**src/rtl/midi_pkg.sv**
```systemverilog
// midi_pkg: MIDI constants, transmitter state enum and status-byte classifiers shared by midi_tx and midi_rx.
package midi_pkg;
    localparam int MidiBaud = 31250;
    localparam logic [7:0] MidiStatusMin = 8'h80;
    localparam logic [7:0] MidiSysCommon = 8'hF0;
    localparam logic [7:0] MidiRealTime = 8'hF8;
    typedef enum logic [1:0] {ST_IDLE, ST_START, ST_DATA, ST_STOP} tx_state_e;
    function automatic logic is_channel_status(input logic [7:0] b);
        return b >= MidiStatusMin && b < MidiSysCommon;
    endfunction
    function automatic logic is_realtime(input logic [7:0] b);
        return b >= MidiRealTime;
    endfunction
endpackage

```
**src/rtl/midi_tx_fifo.sv**
```systemverilog
// midi_tx_fifo: synchronous Depth x 8 FIFO; pointers carry an extra wrap bit to tell full from empty.
module midi_tx_fifo #(
    parameter int Depth = 4
) (
    input  logic       clk,
    input  logic       rst_n,
    input  logic       push,
    input  logic [7:0] din,
    input  logic       pop,
    output logic [7:0] dout,
    output logic       full,
    output logic       empty
);
    localparam int AW = $clog2(Depth);
    logic [7:0] mem [Depth];
    logic [AW:0] wr_ptr, rd_ptr;
    assign empty = wr_ptr == rd_ptr;
    assign full = (wr_ptr[AW] != rd_ptr[AW]) && (wr_ptr[AW-1:0] == rd_ptr[AW-1:0]);
    assign dout = mem[rd_ptr[AW-1:0]];
    always_ff @(posedge clk or negedge rst_n) begin
        if (!rst_n) begin
            wr_ptr <= '0;
            rd_ptr <= '0;
        end else begin
            if (push && !full) wr_ptr <= wr_ptr + 1'b1;
            if (pop && !empty) rd_ptr <= rd_ptr + 1'b1;
        end
    end
    always_ff @(posedge clk) begin
        if (push && !full) mem[wr_ptr[AW-1:0]] <= din;
    end
endmodule

```
**src/rtl/midi_tx.sv**
```systemverilog
// midi_tx: FIFO-buffered 8N1 MIDI UART transmitter, one frame per popped byte.
// Optional running-status suppression is enabled by defining MIDI_TX_RUNNING_STATUS_EN.
module midi_tx
    import midi_pkg::*;
#(
    parameter int BitDiv = 1535,
    parameter int Depth = 4
) (
    input  logic       i_clk,
    input  logic       i_rst_n,
    input  logic [7:0] i_data,
    input  logic       i_valid,
    output logic       o_ready,
    output logic       o_busy,
    output logic       o_tx
);
    localparam int DW = $clog2(BitDiv + 1);
    tx_state_e state, next_state;
    logic [DW-1:0] div_cnt;
    logic [2:0] bit_cnt;
    logic [7:0] shift, fifo_data;
    logic full, empty, pop, drop, load, bit_end;
    midi_tx_fifo #(.Depth(Depth)) u_fifo (
        .clk(i_clk),
        .rst_n(i_rst_n),
        .push(i_valid && o_ready),
        .din(i_data),
        .pop(pop),
        .dout(fifo_data),
        .full(full),
        .empty(empty)
    );
    assign o_ready = !full;
    assign o_busy = state != ST_IDLE || !empty;
    assign bit_end = div_cnt == DW'(BitDiv);
    assign load = pop && !drop;
`ifdef MIDI_TX_RUNNING_STATUS_EN
    logic [7:0] running;
    assign drop = is_channel_status(fifo_data) && fifo_data == running;
    // Real-time and data bytes leave running status alone; system common cancels it.
    always_ff @(posedge i_clk or negedge i_rst_n) begin
        if (!i_rst_n) running <= 8'h00;
        else if (load) running <= is_channel_status(fifo_data) ? fifo_data :
                                  (is_realtime(fifo_data) || fifo_data < MidiSysCommon) ? running : 8'h00;
    end
`else
    assign drop = 1'b0;
`endif
    always_comb begin
        next_state = state;
        pop = 1'b0;
        case (state)
            ST_IDLE: begin
                pop = !empty;
                next_state = (!empty && !drop) ? ST_START : ST_IDLE;
            end
            ST_START: next_state = bit_end ? ST_DATA : ST_START;
            ST_DATA: next_state = (bit_end && bit_cnt == 3'd7) ? ST_STOP : ST_DATA;
            default: next_state = bit_end ? ST_IDLE : ST_STOP;
        endcase
    end
    always_ff @(posedge i_clk or negedge i_rst_n) begin
        if (!i_rst_n) state <= ST_IDLE;
        else state <= next_state;
    end
    // o_tx is a registered copy of the current state's line level, one cycle behind the FSM.
    always_ff @(posedge i_clk or negedge i_rst_n) begin
        if (!i_rst_n) begin
            div_cnt <= '0;
            bit_cnt <= '0;
            shift <= '0;
            o_tx <= 1'b1;
        end else begin
            div_cnt <= (state == ST_IDLE || state != next_state || bit_end) ? '0 : div_cnt + 1'b1;
            bit_cnt <= state == ST_START ? 3'd0 : (state == ST_DATA && bit_end) ? bit_cnt + 3'd1 : bit_cnt;
            shift <= load ? fifo_data : (state == ST_DATA && bit_end) ? shift >> 1 : shift;
            o_tx <= state == ST_START ? 1'b0 : state == ST_DATA ? shift[0] : 1'b1;
        end
    end
endmodule

```
**config.mk**
```make
export PLATFORM = sky130hd
export DESIGN_NAME = midi_tx
export DESIGN_NICKNAME = d
export VERILOG_FILES = /design/src/rtl/midi_pkg.sv /design/src/rtl/midi_tx_fifo.sv /design/src/rtl/midi_tx.sv
export SDC_FILE = /design/constraint.sdc
export NUM_CORES = 1
export LEC_CHECK = 0
export ABC_AREA = 1
export CAP_MARGIN = 25
export CORE_ASPECT_RATIO = 1.25
export CORE_MARGIN = 5
export CORE_UTILIZATION = 25
export DETAILED_ROUTE_END_ITERATION = 10
export GPL_ROUTABILITY_DRIVEN = 0
export PLACE_DENSITY = 0.43
export SLEW_MARGIN = 0
export SYNTH_ARGS = -nofsm -noshare
export SYNTH_HDL_FRONTEND = slang
export SYNTH_SLANG_ARGS = --single-unit
```
**constraint.sdc**
```tcl
create_clock -name i_clk -period 3.98 [get_ports i_clk]
set_input_delay 0.995 -clock i_clk [delete_from_list [all_inputs] [get_ports i_clk]]
set_output_delay 0.995 -clock i_clk [all_outputs]
set_load 0.005 [all_outputs]
```
* After elaboration in Yosys (flattened, before gate mapping)
Memory sizes are Yosys's and may differ from the RTL's. Index checks and enable logic that the tools add are counted. Widths: inputs -> output; s select.
Word-level totals: register bits after elaboration 31, RAM bits 32, input port bits 11, output and inout port bits 3, word-level logic and storage cells 50, memories 1
Cells by class: add/sub/neg operators 4, eq/ne operators 8, mux-type cells 15, reduce and logical (&&, ||, !) cells 15
Memory list:
- u_fifo.mem | depth 4, bits a word 8, rd ports 1, clocked after memory_dff 0, write ports 1, line midi_tx_fifo.sv:15 | logic [7:0] mem [Depth];
Operators with widths (number):
- $mux 8 | 2
- $add 11x1->11 const B | 1
- $eq 11x11->1 const B | 1
- $mux 11 | 1
- $add 3x1->3 const B | 3
- $mux 1 | 7
- $logic_and 1x1->1 | 6
- $mux 3 | 2
- $pmux 2 s3 | 1
- $reduce_bool 2->1 | 3
- $mux 2 | 2
- $eq 3x3->1 | 1
- $eq 3x3->1 const B | 1
- $logic_or 1x1->1 | 3
- $eq 2x1->1 const B | 1
- $eq 2x2->1 | 1
- $eq 2x2->1 const B | 1
- $logic_not 1->1 | 2
- $logic_not 2->1 | 1
- $ne 2x2->1 | 1
- $ne 1x1->1 | 1

* Logic depth before layout (Yosys ltp)
word-level depth 8, depth in mapped cells 11, depth with buffers taken out 10

* Cells and area by module
Synthesis repeated with hierarchy kept, for this count alone.
Unflattened totals: cell total of the unflattened synthesis 276, area total of the unflattened synthesis 2945.3 µm²
By module, submodules not included:
- midi_tx_fifo | times used 1, cells each 138, area each 1659.1 µm², sequential area each 1111.1 µm²
- midi_tx | times used 1, cells each 138, area each 1286.2 µm², sequential area each 626.9 µm²

* Worst setup path after synthesis
No wires, ideal clock.
path type input port to flip-flop, start point input port i_valid, end point memory u_fifo.mem[0][0], enable pin, setup time 0.371 ns, arrival time 1.502 ns, required time 3.609 ns, path slack 2.107 ns, cell stages on the path 2, path buffers 0, cell sequence nand2_1 -> nor2_1
On the way: cells in the longest elaborated chain, start to end 4
RTL lines:
- start: declaration | line midi_tx.sv:12 | input logic i_valid,
- $logic_and 1x1->1 | line midi_tx.sv:26 | .push(i_valid && o_ready),
- $logic_and 1x1->1 | line midi_tx_fifo.sv:30 | if (push && !full) mem[wr_ptr[AW-1:0]] <= din;
- $mux 1 | line midi_tx_fifo.sv:30
- $mux 1 (implied by the code) | line midi_tx_fifo.sv:30
- end: declaration | line midi_tx_fifo.sv:15
No other way between the ends.

* Worst setup path after layout
start point register u_fifo.rd_ptr[1], end point output port o_busy
On the way: cells in the longest elaborated chain, start to end 3
RTL lines:
- start: declaration | line midi_tx_fifo.sv:16 | logic [AW:0] wr_ptr, rd_ptr;
- start signal: assignment | line midi_tx_fifo.sv:26 | if (pop && !empty) rd_ptr <= rd_ptr + 1'b1;
- $eq 3x3->1 | line midi_tx_fifo.sv:17 | assign empty = wr_ptr == rd_ptr;
- $logic_not 1->1 | line midi_tx.sv:34 | assign o_busy = state != ST_IDLE || !empty;
- $logic_or 1x1->1 | line midi_tx.sv:34
- end: declaration | line midi_tx.sv:14 | output logic o_busy,
No other way between the ends.

==> results.toml <==
[sta]
slew_viol_final = 0
fmax_mhz = 344
finalClockSkew_ns = 0.00416
setup_viol = 0
fin_setup_tns_ns = 0
worstMarginPinSlew_ns = 0.662
post-route-period-util_pct = 73.0
rsz0062_at_grt = "no"
period_minus_slack_ns = 2.91
hold_viol = 0
fin_ws_ns = 1.07
relSlewSlack_pct = 55.7

[placement]
dpl_worst_slack_ns = 1.37
dp_hpwl_mm = 3.78
io_buffers = 13

[floorplan]
num_rows = 42
dieArea_sq_um = 13200
ioPinCount = 14
die_y_um = 127
die-width_um = 104
start_util_pct = 25.8
core_sq_um = 10700

[clock_tree]
clk_latency_ns = 0.32
cts-root-buf = "clkbuf_16"
cts_buffers = 9
clkSlewWorstSetupHoldPaths_ns = 0.05
clock_path_buffers = 2
hold_buffers = 0
ctsHtreeMaxLevel = 3
post_cts_buffers = 0
cts-resized-gates = 0
cts_sinks = 63
tritoncts = "yes"

[critical_path]
required_ns = 2.98
cp-start-kind = "register"
cp_data_arrival_time_ns = 1.91
setup.worst_path.end = "o_busy"
startpoint = "u_fifo.rd_ptr[1]"
regToRegEndpoint = "u_fifo.mem[0][4]"
end_kind = "primary output"
critPathKind = "register to primary output"
r2r_start = "u_fifo.rd_ptr[1]"
reg2reg_depth = 6
cp_max_fo = 11
rrSetupSlack_ns = 1.89

[logic_synthesis]
avgSynthCellArea_sq_um = 10.9
ys_seq_elements = 63
yosys_warnings = 0
synthCells = 253
synth_area_sq_um = 2750
ys_seq_area_share_pct = 63.2
synthesis.nets = 272
yosysUniqueCellTypes = 25

[route]
via_per_inst = 4.21
route.final.wire_length_mm = 5.20
drtAntennaViolNets = 0
drtPass1Iterations = 4
drtIter0Drc = 49
remaining_drc_errors = 0
avgRoutedWirePerCell_um = 12.7
vias = 1723

[pwr]
ir_worst_vdd_v = 0.000246
powerDensity_nw_per_um2 = 543
p_leak_nw = 1.36

[global_route]
grt_antenna_before_repair = 0
grt_pass1_wl_mm = 9.03
grtUsageMet2_pct = 14.5
grt_overflow = 0
use_met3_pct = 3.38
grt_busiest_layer = "met2"
grt_max_degree = 32
grtUsageTotal_pct = 8.74
met1_usage_pct = 9.61
grt_pass1_vias = 1835

[outcome]
status = "finished, final reports clean"

[hold_path]
hold_depth = 1
hold_path.class = "register to register"

[cells_and_area]
finish.utilization_pct = 31.3
area_growth_pct = 21.3
regArea_sq_um = 1740
multi_input_area_sq_um = 875
fillers = 1083
drive_above_1_share_pct = 9.39
antenna_cells = 0
layout.nets = 291

[run]
max_cap_viol_count = 0
## logic make-up after synthesis
kind of cell | after synthesis | share of synthesized area (%)
fa+ha+maj | 8 | 3.64
buf+inv | 32 | 5.00
flops | 63 | 63.2
simple gates | 103 | 16.5
compound gates | 33 | 6.92
xor+xnor | 14 | 4.73
## area by class of cell
cell class	instances	share of cell area, %
clock buffers	9	6.75
clock inverters	7	2.93
inverters	26	2.93
multi-input cells	158	26.2
flip-flops and latches	63	52.1
well taps	132	4.95
repair buffers	14	4.13
## per-layer routing
| layer | up-vias | routed length, um |
|---|---|---|
| met3 | 7 | 191 |
| met4 | 0 | 126 |
| li1 | 883 | - |
| met5 | - | 0 |
| met2 | 22 | 2620 |
| met1 | 811 | 2260 |
## worst min path at each step
stage | from | to | slack (ns)
after floorplan | div_cnt[0] | div_cnt[0] | 0.44
after global placement | shift[7] | shift[7] | 0.46
after detailed placement | div_cnt[0] | div_cnt[0] | 0.46
after CTS | div_cnt[0] | div_cnt[0] | 0.47
after global routing | div_cnt[0] | div_cnt[0] | 0.49
final | div_cnt[0] | div_cnt[0] | 0.46
## where the power goes
group / internal, mW / switching [mW] / total [mW]
registers: 0.775 / 0.0307 / 0.806
logic: 0.0618 / 0.113 / 0.175
clock network: 0.548 / 0.282 / 0.830
## registers in the layout, summed over array words and instances, names as in the netlist
register and flops:
bit_cnt 3, div_cnt 11, shift 8, u_fifo.wr_ptr 3, u_fifo.mem 32, state 2
o_tx 1, u_fifo.rd_ptr 3
## cells in the mapped netlist
master | n | area (sq um)
a21oi_1 | 2 | 10.0
a22o_1 | 2 | 17.5
a31oi_1 | 1 | 6.26
buf_2 | 2 | 10.0
buf_6 | 2 | 22.5
clkbuf_1 | 2 | 7.51
dfrtp_1 | 30 | 751
dfstp_2 | 1 | 26.3
edfxtp_1 | 32 | 961
ha_1 | 8 | 100
inv_1 | 26 | 97.6
nand2_1 | 44 | 165
nand2_2 | 2 | 12.5
nand3_1 | 15 | 75.1
nand3b_1 | 1 | 7.51
nand4_1 | 4 | 25.0
nor2_1 | 31 | 116
nor2_2 | 3 | 18.8
nor2_4 | 3 | 33.8
o211ai_1 | 3 | 22.5
o21ai_0 | 18 | 90.1
o22ai_1 | 7 | 43.8
xnor2_1 | 3 | 26.3
xnor2_2 | 1 | 16.3
xor2_1 | 10 | 87.6
## layout by cell type, fill, tap and decap left out, types with 3 or more instances in the layout
cell	netlist	layout
xor2_1	10	10
nand3_1	15	15
clkbuf_16	0	9
nand2_1	44	44
nand4_1	4	4
o21ai_0	18	18
ha_1	8	8
o22ai_1	7	7
dfrtp_1	30	30
inv_1	26	26
xnor2_1	3	3
nor2_4	3	3
clkdlybuf4s50_1	0	13
nor2_2	3	3
edfxtp_1	32	32
clkinv_4	0	3
nor2_1	31	31
o211ai_1	3	3
## critical path, cell delays in order, from the launching register on
cell	delay (ns)
dfrtp_1	0.47
inv_1	0.26
nand2_1	0.09
nand2_1	0.09
nand3_1	0.10
inv_1	0.09
nand2_1	0.05
clkdlybuf4s50_1	0.44
## through the flow
step | power, mW | hold slack [ns] | std cells | instance area [sq um]
after global routing | 1.90 | 0.489 | 409 | 3340
final | 1.81 | 0.464 | 409 | 3340
after detailed placement | 0.999 | 0.462 | 393 | 3010
after global placement | 1.00 | 0.461 | 393 | 3010
after CTS | 1.84 | 0.467 | 409 | 3340
after floorplan | 0.925 | 0.440 | 253 | 2750
Power figures use the tool's default switching activity.
